[config.mk]
export PLATFORM = sky130hd
export DESIGN_NAME = reg_file_reader_flat
export DESIGN_NICKNAME = d
export VERILOG_FILES = /design/src/rtl/reg_file_reader_if.sv /design/src/rtl/reg_file_reader.sv /design/src/flat_wrapper.sv
export SDC_FILE = /design/constraint.sdc
export NUM_CORES = 1
export LEC_CHECK = 0
export ABC_AREA = 1
export BUFFER_PORTS_ARGS = -buffer_cell sky130_fd_sc_hd__buf_2
export CORE_ASPECT_RATIO = 2
export CORE_MARGIN = 2
export CORE_UTILIZATION = 29
export DETAILED_ROUTE_END_ITERATION = 8
export PLACE_DENSITY = 0.53
export SETUP_SLACK_MARGIN = 0.1
export SLEW_MARGIN = 30
export SYNTH_ARGS = -nofsm -noshare
export SYNTH_HDL_FRONTEND = slang
export SYNTH_SLANG_ARGS = --single-unit
export TNS_END_PERCENT = 50
[constraint.sdc]
create_clock -name clk -period 9.1 [get_ports clk]
set_input_delay 0.455 -clock clk [delete_from_list [all_inputs] [get_ports clk]]
set_output_delay 0.455 -clock clk [all_outputs]
set_load 0.01 [all_outputs]
[src/rtl/reg_file_reader_if.sv]
// Element stream from reg_file_reader to its consumer.
// valid/ready handshake, with an optional last-element marker.
interface reg_file_reader_if #(
    parameter int N = 32
);
    logic [N-1:0] m_data;
    logic         m_valid;
    logic         m_ready;
    logic         m_last;

    modport master (
        output m_data,
        output m_valid,
        output m_last,
        input  m_ready
    );

    modport slave (
        input  m_data,
        input  m_valid,
        input  m_last,
        output m_ready
    );
endinterface

[src/rtl/reg_file_reader.sv]
// Burst reader: loads register-file entries and streams their elements one at a time.
// Define REG_FILE_READER_LAST_EN to generate m_last on the final element of a burst.
module reg_file_reader #(
    parameter int WIDTH_ADDR   = 4,
    parameter int WIDTH_VECTOR = 8,
    parameter int N            = 32
) (
    input  logic                      clk,
    input  logic                      rst,
    input  logic                      start,
    input  logic [WIDTH_ADDR-1:0]     base_addr,
    input  logic [WIDTH_ADDR:0]       count,
    output logic [WIDTH_ADDR-1:0]     rd_addr,
    input  logic [WIDTH_VECTOR*N-1:0] rd_data,
    reg_file_reader_if.master         stream,
    output logic                      busy,
    output logic                      done
);

    localparam int IDX_W = (WIDTH_VECTOR > 1) ? $clog2(WIDTH_VECTOR) : 1;
    localparam logic [IDX_W-1:0]    LAST_IDX = IDX_W'(WIDTH_VECTOR - 1);
    localparam logic [WIDTH_ADDR:0] ONE      = (WIDTH_ADDR + 1)'(1);

    typedef enum logic [1:0] {
        IDLE,
        LOAD,
        SHIFT,
        FIN
    } state_t;

    state_t                    state;
    state_t                    state_next;
    logic [WIDTH_ADDR-1:0]     entry_addr;
    logic [WIDTH_ADDR-1:0]     rd_addr_q;
    logic [WIDTH_ADDR:0]       remaining;
    logic [IDX_W-1:0]          index;
    logic [WIDTH_VECTOR*N-1:0] buffer;
    logic                      xfer;
    logic                      last_elem;

    assign xfer      = (state == SHIFT) && stream.m_ready;
    assign last_elem = (index == LAST_IDX);

    // The read port only follows the entry address during LOAD and holds it otherwise.
    assign rd_addr = (state == LOAD) ? entry_addr : rd_addr_q;

    always_ff @(posedge clk or posedge rst) begin
        if (rst) begin
            state <= IDLE;
        end else begin
            state <= state_next;
        end
    end

    always_ff @(posedge clk or posedge rst) begin
        if (rst) begin
            entry_addr <= '0;
            rd_addr_q  <= '0;
            remaining  <= '0;
            index      <= '0;
            buffer     <= '0;
        end else begin
            case (state)
                IDLE: begin
                    if (start && (count != '0)) begin
                        entry_addr <= base_addr;
                        remaining  <= count;
                    end
                end
                LOAD: begin
                    rd_addr_q <= entry_addr;
                    buffer    <= rd_data;
                    index     <= '0;
                end
                SHIFT: begin
                    if (xfer) begin
                        if (last_elem) begin
                            remaining  <= remaining - 1'b1;
                            entry_addr <= entry_addr + 1'b1;
                            index      <= '0;
                        end else begin
                            index <= index + 1'b1;
                        end
                    end
                end
                default: begin
                end
            endcase
        end
    end

    always_comb begin
        state_next     = state;
        busy           = 1'b0;
        done           = 1'b0;
        stream.m_valid = 1'b0;
        stream.m_data  = '0;
        case (state)
            IDLE: begin
                if (start) begin
                    state_next = (count != '0) ? LOAD : FIN;
                end
            end
            LOAD: begin
                busy       = 1'b1;
                state_next = SHIFT;
            end
            SHIFT: begin
                busy           = 1'b1;
                stream.m_valid = 1'b1;
                stream.m_data  = buffer[index*N +: N];
                if (xfer && last_elem) begin
                    state_next = (remaining != ONE) ? LOAD : FIN;
                end
            end
            FIN: begin
                done       = 1'b1;
                state_next = IDLE;
            end
            default: begin
                state_next = IDLE;
            end
        endcase
    end

`ifdef REG_FILE_READER_LAST_EN
    assign stream.m_last = (state == SHIFT) && last_elem && (remaining == ONE);
`else
    assign stream.m_last = 1'b0;
`endif

endmodule

[src/flat_wrapper.sv]
// flat-port wrapper written by rule: the top's interface ports become plain ports
module reg_file_reader_flat 
#(
    parameter int WIDTH_ADDR   = 4,
    parameter int WIDTH_VECTOR = 8,
    parameter int N            = 32
)
  (clk, rst, start, base_addr, count, rd_addr, rd_data, busy, done, stream_m_data, stream_m_valid, stream_m_last, stream_m_ready);
  reg_file_reader_if #(.N(N)) stream_i ();
  input  logic clk;
  input  logic rst;
  input  logic start;
  input  logic [WIDTH_ADDR-1:0] base_addr;
  input  logic [WIDTH_ADDR:0] count;
  output logic [WIDTH_ADDR-1:0] rd_addr;
  input  logic [WIDTH_VECTOR*N-1:0] rd_data;
  output logic busy;
  output logic done;
  output wire logic [$bits(stream_i.m_data)-1:0] stream_m_data;
  output wire logic [$bits(stream_i.m_valid)-1:0] stream_m_valid;
  output wire logic [$bits(stream_i.m_last)-1:0] stream_m_last;
  input wire logic [$bits(stream_i.m_ready)-1:0] stream_m_ready;
  assign stream_m_data = stream_i.m_data;
  assign stream_m_valid = stream_i.m_valid;
  assign stream_m_last = stream_i.m_last;
  assign stream_i.m_ready = stream_m_ready;
  reg_file_reader #(.WIDTH_ADDR(WIDTH_ADDR), .WIDTH_VECTOR(WIDTH_VECTOR), .N(N)) u_core (.clk(clk), .rst(rst), .start(start), .base_addr(base_addr), .count(count), .rd_addr(rd_addr), .rd_data(rd_data), .stream(stream_i), .busy(busy), .done(done));
endmodule
==> results.md <==
- The flow ran to the end, and the final reports show no timing, DRC or antenna violations.
- The layout has 4958 filler cells.
- TritonCTS created 28 clock buffers.
- Summed over all failing endpoints, the final setup total negative slack is 0 ns.
- The critical path in this run is classified as flop to output port.
- Detailed placement finished with a half-perimeter wire length of 32900 um.
- The first global-routing pass estimated 70600 um of wire.
- After technology mapping, the gate count stands at 1768.
- The number of global-route vias before repair is 12441.
- The final layout contains routed wiring with a total length of 46400 um.
- The worst setup path is launched from a flop.
- The number of warnings printed during yosys synthesis is 0.
- The final critical-path share of the clock period is 41.8%.
- Setup repair after global routing left no endpoint under its margin.
- The worst relative slew slack is 40.0%.
- For this design, the sink count on the clock tree is 274.
- Measured along the x axis, the die boundary spans 156 um.
- The flip-flop and latch count after synthesis is 274.
- The later pin in the worst-skew pair is clocked with a latency of 0.56 ns.
- Of the synthesized area, sequential elements account for 51.0%.
- The worst register-to-register path begins at u_core.state[1].
- Along the worst path, the maximum fanout reaches 85.
- Dividing the detail-routed wire length by the instance count gives 17.9 um.
- Counting instances, the worst hold path has a depth of 3.
- The count of H-tree levels built during CTS is 1.
- Sorting the synthesized cells by area gives the leading types as sky130_fd_sc_hd__dfrtp_1, sky130_fd_sc_hd__nand2_1, sky130_fd_sc_hd__o21ai_0, sky130_fd_sc_hd__inv_1, sky130_fd_sc_hd__nand3_1.
- The setup-violating endpoint count in the final report is 0.
- The final number of max-transition violations is 0.
- For this run, the post-layout net count is 2283.
- The endpoint identified for the worst register-to-register timing path is u_core.buffer[153].
- Of the cells placed in the final design, the portion with a size suffix greater than 1 is 18.7%.
- The total die area is 48200 um2.
- For the pin with the worst max-slew slack, the measured transition is 0.900 ns.
- After floorplanning, the core was divided into 111 placement rows.
- The starting utilization of the core area is 29.3%.
- The maximum number of pins on one net before global-route repair is 159.
- The via-per-instance ratio is 4.69.
- The routed layout has 12158 vias.
- The startpoint of the most critical setup path is u_core.index[0].
- Summed over all layers, the global routing overflow is 0.
- VDD sags by at most 0.185 mV.
- The path class of the tightest hold or removal check is input pin to flop.
- The height of the chip is 308 um.
- Data arrives at the worst endpoint at 3.34 ns.
- The global-route usage over all layers is 19.1%.
- In this run the clock root is driven by a sky130_fd_sc_hd__clkbuf_16.
- The endpoint of the worst hold-timing path is u_core.buffer[2].
- The cell area after synthesis is 13400 um2.
- The endpoint required time on the critical path is 8.65 ns.
- The number of max-capacitance violations reported is 0.
- The setup check on the worst reg-to-reg path leaves a slack of 5.86 ns.
- Compared with the post-synthesis result, the final layout area differs by 19.9%.
- For this run, the share of the core covered by cells in the final layout is 35.1%.
- Summed over all instances, the cell type with the most area after synthesis is sky130_fd_sc_hd__dfrtp_1.
- For this design the static power due to leakage is 8.40 nW.
- The clock passes through at most 3 buffers.
- The detailed router finished its first iteration with 728 violations.
- The final routed DRC violation total is 0.
- The first-pass detailed-route iteration total is 5.
- The length in cells of the worst reg-to-reg path is 5.
- The CTS tree is built.
- The share of synthesized area in the top cell type comes to 51.0%.
- Based on the critical path, the design can be clocked at up to 263 MHz.
- The setup skew after layout is 0.00706 ns.
- Clock-pin slew was measured on the worst setup and hold paths at 0.07 ns.
- After synthesis, the mean cell area works out to 7.60 um2.
- The count of input and output buffers is 307.
- The antenna violation net count after detailed routing is 0.
- The startpoint identified for the worst hold timing path is rd_data[2].
- The power density normalized to cell area is 372 nW/um2.
- Hold is met by 0.0904 ns.
- Counting I/O delays and the setup requirement, the final critical path takes 3.80 ns.
- The synthesized netlist contains 23 unique library cells.
- The initial antenna violation count is 8.
- Counting every net in the synthesized netlist gives 2047.
- Routability-driven placement finished with a final weighted congestion of 0.876.
- The final count of hold timing violations is 0.
- The area of the placeable core is 45800 um2.
- STA classifies the critical path endpoint as an output port.
- The number of ports placed on the die boundary is 309.
==> metrics by stage <==
step / cells / power (mW) / worst slack [ns] / area, um2
after detailed placement: 2537 / 4.77 / 5.83 / 15000
final: 2595 / 6.00 / 5.30 / 16100
after global placement: 2537 / 4.71 / 5.81 / 15000
after CTS: 2589 / 6.09 / 5.23 / 16100
after global routing: 2594 / 6.55 / 5.12 / 16100
after floorplan: 1768 / 4.07 / 1.09 / 13400
==> kinds of logic (layout without fill, tap and decap cells) <==
logic type	count (synthesis)	count (layout)	share of synthesized area, %
compound gates	303	303	11.3
fa+ha+maj	10	10	0.931
buf+inv	292	550	10.7
flops	274	274	51.0
mux	1	1	0.0745
other cells	1	5	0.0279
simple gates	887	887	25.9
==> routing by layer <==
metal | routed length, um | track usage, %
met1 | 19300 | 24.1
met2 | 22700 | 32.2
met3 | 2250 | 2.46
met4 | 2140 | 8.90
met5 | 34 | 0
==> repair_timing <==
action / 4_1_cts / 5_1_grt
hold endpoints to repair: 0 / 33
buffers inserted: 0 / 0
hold buffers: 0 / 1
resized for setup: 0 / 0
==> where the power goes <==
group	switching, mW	internal [mW]
registers	0.341	1.83
clock network	0.512	0.776
logic	1.75	0.794
==> flip-flops by register name (all words and copies together) (netlist names) <==
register / count
u_core.entry_addr: 4
u_core.state: 2
u_core.index: 3
u_core.rd_addr_q: 4
u_core.buffer: 256
u_core.remaining: 5
==> critical path, cell delays in order, from the launching register on <==
cell,delay [ns]
sky130_fd_sc_hd__dfrtp_4,0.91
sky130_fd_sc_hd__buf_4,0.80
sky130_fd_sc_hd__o21ai_0,0.14
sky130_fd_sc_hd__o21ai_0,0.33
sky130_fd_sc_hd__nor2_1,0.07
sky130_fd_sc_hd__nor2_1,0.26
sky130_fd_sc_hd__buf_2,0.20
==> synthesized netlist by cell type <==
cell type	n
sky130_fd_sc_hd__nand2_1	670
sky130_fd_sc_hd__dfrtp_1	274
sky130_fd_sc_hd__o21ai_0	231
sky130_fd_sc_hd__inv_1	176
sky130_fd_sc_hd__nand3_1	107
sky130_fd_sc_hd__nor2_1	105
sky130_fd_sc_hd__buf_6	39
sky130_fd_sc_hd__clkbuf_1	38
sky130_fd_sc_hd__o21ai_1	37
sky130_fd_sc_hd__a21oi_1	33
sky130_fd_sc_hd__buf_2	24
sky130_fd_sc_hd__ha_1	10
sky130_fd_sc_hd__buf_1	6
sky130_fd_sc_hd__buf_4	6
sky130_fd_sc_hd__nand4_1	3
sky130_fd_sc_hd__inv_2	2
sky130_fd_sc_hd__a21boi_0	1
sky130_fd_sc_hd__clkinv_1	1
sky130_fd_sc_hd__conb_1	1
sky130_fd_sc_hd__mux2i_1	1
sky130_fd_sc_hd__nand3b_1	1
sky130_fd_sc_hd__o21a_1	1
sky130_fd_sc_hd__or2_2	1
==> cell type report <==
type | count | area, um2 | share of cell area, %
Antenna cell | 4 | 10.0 | 0.0621
Clock buffer | 34 | 774 | 4.81
Clock inverter | 18 | 249 | 1.55
Inverter | 179 | 683 | 4.24
Multi-Input combinational cell | 1202 | 5150 | 32.0
Sequential cell | 274 | 6870 | 42.6
Tap cell | 565 | 707 | 4.39
Timing Repair Buffer | 319 | 1670 | 10.3
==> cell usage in the layout (no fill, tap or decap), types with 4 or more instances in the layout <==
cell and instances:
sky130_fd_sc_hd__nand2_1 670, sky130_fd_sc_hd__buf_2 307, sky130_fd_sc_hd__dfrtp_1 271, sky130_fd_sc_hd__o21ai_0 231
sky130_fd_sc_hd__inv_1 173, sky130_fd_sc_hd__nand3_1 107, sky130_fd_sc_hd__nor2_1 105, sky130_fd_sc_hd__o21ai_1 37
sky130_fd_sc_hd__a21oi_1 33, sky130_fd_sc_hd__clkbuf_16 29, sky130_fd_sc_hd__clkinv_2 10, sky130_fd_sc_hd__ha_1 8
sky130_fd_sc_hd__buf_4 8, sky130_fd_sc_hd__bufinv_16 6, sky130_fd_sc_hd__diode_2 4
==> worst max-delay path by stage <==
stage	cells past startpoint	slack, ns	to
6_report	6	5.30	stream_m_data[14]
5_1_grt	6	5.12	stream_m_data[16]
4_1_cts	6	5.23	stream_m_data[14]
3_5_place_dp	7	5.83	stream_m_data[30]
3_3_place_gp	7	5.81	stream_m_data[21]
2_1_floorplan	1	1.09	u_core.buffer[0]
No activity file was read; power rests on OpenSTA's default activity.
